## src/rtl/sb_arbiter.sv

```systemverilog
// Two-master system bus arbiter with lock, split parking and handover.
// Ports: sb_clk/sb_resetn, busreq/lock per master, owner trans, slave ready/resp/split -> grants, sb_master, sb_mastlock, sb_split_mask.
// Optional macro SB_ARB_ROUND_ROBIN_EN: contention goes to the master not most recently granted.
module sb_arbiter #(
    parameter bit DEFAULT_PRIO = 1'b1
) (
    input  logic       sb_clk,
    input  logic       sb_resetn,
    input  logic       sb_busreq_m1,
    input  logic       sb_busreq_m2,
    input  logic       sb_lock_m1,
    input  logic       sb_lock_m2,
    input  logic [1:0] sb_trans,
    input  logic       sb_ready,
    input  logic [1:0] sb_resp,
    input  logic [1:0] sb_split,
    output logic       sb_grant_m1,
    output logic       sb_grant_m2,
    output logic       sb_master,
    output logic       sb_mastlock,
    output logic [1:0] sb_split_mask
);

    localparam logic [1:0] TRANS_IDLE = 2'd0;
    localparam logic [1:0] RESP_SPLIT = 2'd3;

    typedef enum logic [1:0] {
        ARB_IDLE   = 2'd0,
        ARB_OWN_M1 = 2'd1,
        ARB_OWN_M2 = 2'd2
    } arb_state_e;

    arb_state_e state_q;

    logic       own_m1;
    logic       own_m2;
    logic       split_rsp;
    logic       owner_free;
    logic       rearb;
    logic       any_elig;
    logic       prio_m1;
    logic       win_m1;
    logic [1:0] set_mask;
    logic [1:0] mask_d;
    logic [1:0] elig;

    assign own_m1    = (state_q == ARB_OWN_M1);
    assign own_m2    = (state_q == ARB_OWN_M2);
    assign split_rsp = sb_ready && (sb_resp == RESP_SPLIT) && (own_m1 || own_m2);

    // A split set in the same cycle as a release for that master wins.
    assign set_mask = {own_m2 & split_rsp, own_m1 & split_rsp};
    assign mask_d   = (sb_split_mask & ~sb_split) | set_mask;
    assign elig     = {sb_busreq_m2, sb_busreq_m1} & ~mask_d;
    assign any_elig = |elig;

    assign owner_free = sb_ready && (sb_trans == TRANS_IDLE)
                     && !(own_m1 ? sb_lock_m1 : sb_lock_m2);

    // Arbitration happens from idle, on a split, or at the owner's handover point.
    assign rearb = (state_q == ARB_IDLE) || split_rsp || owner_free;

`ifdef SB_ARB_ROUND_ROBIN_EN
    // 1 = M1 preferred on the next tie.
    logic prio_q;
    assign prio_m1 = prio_q;
`else
    assign prio_m1 = DEFAULT_PRIO;
`endif

    assign win_m1 = elig[0] && (!elig[1] || prio_m1);

    always_ff @(posedge sb_clk or negedge sb_resetn) begin
        if (!sb_resetn) begin
            state_q       <= ARB_IDLE;
            sb_grant_m1   <= 1'b0;
            sb_grant_m2   <= 1'b0;
            sb_master     <= 1'b1;
            sb_mastlock   <= 1'b0;
            sb_split_mask <= 2'b00;
`ifdef SB_ARB_ROUND_ROBIN_EN
            prio_q        <= DEFAULT_PRIO;
`endif
        end else begin
            sb_split_mask <= mask_d;
            if (rearb) begin
                if (!any_elig) begin
                    state_q     <= ARB_IDLE;
                    sb_grant_m1 <= 1'b0;
                    sb_grant_m2 <= 1'b0;
                    sb_mastlock <= 1'b0;
                end else if (win_m1) begin
                    state_q     <= ARB_OWN_M1;
                    sb_grant_m1 <= 1'b1;
                    sb_grant_m2 <= 1'b0;
                    sb_master   <= 1'b1;
                    sb_mastlock <= split_rsp ? 1'b0 : sb_lock_m1;
                end else begin
                    state_q     <= ARB_OWN_M2;
                    sb_grant_m1 <= 1'b0;
                    sb_grant_m2 <= 1'b1;
                    sb_master   <= 1'b0;
                    sb_mastlock <= split_rsp ? 1'b0 : sb_lock_m2;
                end
`ifdef SB_ARB_ROUND_ROBIN_EN
                if (any_elig) begin
                    prio_q <= !win_m1;
                end
`endif
            end else begin
                sb_mastlock <= own_m1 ? sb_lock_m1 : sb_lock_m2;
            end
        end
    end

endmodule

```

## config.mk

```make
export PLATFORM = sky130hd
export DESIGN_NAME = sb_arbiter
export DESIGN_NICKNAME = d
export VERILOG_FILES = /design/src/rtl/sb_arbiter.sv
export SDC_FILE = /design/constraint.sdc
export NUM_CORES = 1
export LEC_CHECK = 0
export CORE_AREA = 10 10 47 49
export CTS_CLUSTER_SIZE = 25
export DETAILED_ROUTE_END_ITERATION = 6
export DIE_AREA = 0 0 57 59
export PLACE_DENSITY_LB_ADDON = 0.1
export SLEW_MARGIN = 20
export SYNTH_ARGS = -nofsm -noshare
export SYNTH_HDL_FRONTEND = slang
export SYNTH_SLANG_ARGS = --single-unit
```

## constraint.sdc

```tcl
create_clock -name sb_clk -period 1.68 [get_ports sb_clk]
set_clock_uncertainty 0.1 [all_clocks]
set_input_delay 0.336 -clock sb_clk [delete_from_list [all_inputs] [get_ports sb_clk]]
set_output_delay 0.336 -clock sb_clk [all_outputs]
set_load 0.05 [all_outputs]
```

==> impl_metrics.yaml <==
detailed_routing:
  drtIter0Drc: 4
  ant_nets: 0
  avgViaCountPerCell: 4.581
  wirelength_mm: 1.174
  vias: 394
  drt_pass1_iterations: 2
  wl_per_cell_microns: 13.65
  drcViolationCount: 0
placement:
  port_buffers: 18
  routabilityCongestion: 0.6923
  placed_cells: 80
  place_hpwl_mm: 1.012
critical_path:
  slowest_delay_ns: 0.44
  critPathRequiredTime_ns: 1.71
  path_cells: "inv_2 > ha_4 > and4_4 > a311oi_4 > nor4_1 > a311o_1"
  crit_path_top_delay_cell: "dfrtp_2"
  worstSetupPathType: "flop to flop"
  start_kind: "flop"
  critPathMaxFanout: 4
  worstPathArrival_ns: 1.77
  end_kind: "flop"
sta:
  setup_slack_ns: -0.05681
  worstMarginPinSlew_ns: 0.2825
  fmax_ghz: 0.5758
  finalHoldViolCount: 0
  rsz0062_at_grt: "true"
  min_period_ns: 1.737
  max_slew_margin: 0.8116
  period_share: 1.034
  maxSlewViolCount: 0
  hold-worst-slack_ns: 0.2214
  setup_viol: 1
synth:
  synth_compound_gate_area_share: 0.1972
  synth_xor_xnor_area_share: 0
  synth_fa_ha_area_frac: 0.1038
  yosys_warnings: 0
  yosysUniqueCellTypes: 19
  synth_seq_cells: 6
  syn_nets: 52
  postSynthCellCount: 36
  synth_area_sq_um: 361.6
  ys_seq_area_frac: 0.4187
  yosys.area_share.simple: 0.2111
  synth_top_family_by_area: "simple AND/OR/NAND/NOR gates"
  avgSynthCellArea_sq_um: 10.04
  synth_mux_area_frac: 0.02768
cells_and_area:
  final_layout_size_suffix_gt1_frac: 0.4429
  layout.cells.non_filler: 86
  n_antenna_cell: 0
  final_cell_mix: "buf_4, clkdlybuf4s50_1, buf_12, nand2_1"
  utilization: 0.5464
  area_growth_syn_to_layout_pct: 111.8
  final_nets: 87
  layout_commonest_cell: "buf_4"
run_status:
  violations: "setup timing"
  status: "complete, but fails checks"
floorplanning:
  die_h_microns: 59
  die_area_sq_mm: 0.003363
  std_cell_rows: 14
  dieWidth_microns: 57
  core_sq_mm: 0.001401
  io-pin-count: 19
  start_util: 0.2580
grt:
  grtUsageTotal: 0.06693
  grt_max_degree: 7
  grt_pass1_wl_mm: 1.773
  antenna_found_initial: 0
  grt_pass1_vias: 409
  grt-ovfl-total: 0
cts:
  cts_tree: "built"
  cts_sinks: 6
  numCtsBuffers: 3
  cts-root-buf: "clkbuf_4"
  h-tree-depth: 1
  cts-hold-fix-buffers: 0
  cts_max_path_buffers: 2
  insertion_delay_ns: 0.25
  path_clk_slew_ns: 0.05
power_and_ir_drop:
  p_total_mw: 1.327
  leakage_nw: 0.3284
  vdd_drop_max_mv: 1.021
  power_density_mw_per_mm2: 1733
job:
  max_cap_violations: 0
min_path:
  hold_path.class: "input port to asynchronous set/reset pin"
[path summary, 6_finish.rpt]
| check | slack (ns) | startpoint | endpoint | depth (start not counted) |
|---|---|---|---|---|
| setup / recovery | -0.06 | sb_grant_m1 | sb_mastlock | 6 |
| hold / removal | 0.22 | sb_resetn | sb_mastlock | 1 |
| setup reg to reg | -0.06 | sb_grant_m1 | sb_mastlock | 6 |
| hold reg to reg | 0.41 | sb_master | sb_master | 2 |
| max in group asynchronous | 0.98 | sb_resetn | sb_master | 1 |
| min in group sb_clk | 0.41 | sb_master | sb_master | 2 |
[power breakdown]
part	leakage, nW	total, mW	switching [mW]	internal [mW]
Combinational	0.240	0.921	0.447	0.475
Sequential	0.0731	0.263	0.0503	0.213
Clock	0.0150	0.143	0.0527	0.0900
[per-stage QoR]
| step | setup WS, ns | TNS [ns] | instance area, sq um |
|---|---|---|---|
| CTS | -0.06466 | -0.06466 | 758.2 |
| floorplan | -0.2606 | -0.3317 | 392.9 |
| detailed placement | -0.2053 | -0.5249 | 715.7 |
| global placement | -0.1739 | -0.3890 | 715.7 |
| finish | -0.05681 | -0.05681 | 765.7 |
| global route | -0.1270 | -0.2617 | 765.7 |
[synthesized netlist by cell type]
cell      instances  area [sq um]
o21ai_0           3         15.01
o21ai_1           1         5.000
dfrtp_1           5         125.1
nor2_1            2         7.510
a311o_1           1         10.01
nor4_1            1         6.260
inv_1             4         15.01
nor3_1            1         5.000
nand2_1           4         15.01
a311oi_4          1         26.28
o211ai_1          1         7.510
o31ai_1           1         7.510
nand2b_1          2         12.51
dfstp_2           1         26.28
mux2i_1           1         10.01
and3_1            1         6.260
and4_4            1         11.26
ha_1              3         37.54
nand4_1           2         12.51
[layer usage]
| metal | up-vias | part of all wire | wire length [microns] | track usage |
|---|---|---|---|---|
| met1 | 181 | 0.37 | 436 | 0.06514 |
| met5 | - | 0 | 0 | 0 |
| met4 | 0 | 0.017 | 20 | 0.03020 |
| li1 | 199 | - | - | - |
| met3 | 2 | 0.081 | 95 | 0.03433 |
| met2 | 12 | 0.53 | 621 | 0.1163 |
[cells by family after synthesis]
group                    after synthesis
multiplexers                           1
AND/OR/NAND/NOR                       14
buffers and inverters                  4
flip-flops                             6
adder cells (fa/ha/maj)                3
AO/OA/AOI/OAI                          8
[repair_timing]
item | CTS | global route
setup buffers | 1 | 2
pin swaps | 0 | 2
endpoints found under the setup margin | 3 | 4
hold endpoints to repair | 0 | 0
gates resized for setup | 1 | 1
[flip-flops by register name, indices dropped and copies added, names as in the netlist]
signal         flops
sb_split_mask      2
sb_grant_m1        1
sb_grant_m2        1
sb_master          1
sb_mastlock        1
[final cells by class]
type / count / area (sq um)
Clock buffer: 4 / 26.28
Fill cell: 133 / 635.6
Inverter: 4 / 15.01
Multi-Input combinational cell: 26 / 232.7
Sequential cell: 6 / 153.9
Tap cell: 16 / 20.02
Timing Repair Buffer: 30 / 317.8
[critical path, delay by kind of cell, from the launching register on]
family | cells | cell delay [ns]
AO/OA/AOI/OAI | 2 | 0.58
adder cells (fa/ha/maj) | 1 | 0.20
buffers and inverters | 1 | 0.09
flip-flops | 1 | 0.44
AND/OR/NAND/NOR | 2 | 0.24
No activity file was read; power rests on OpenSTA's default activity.
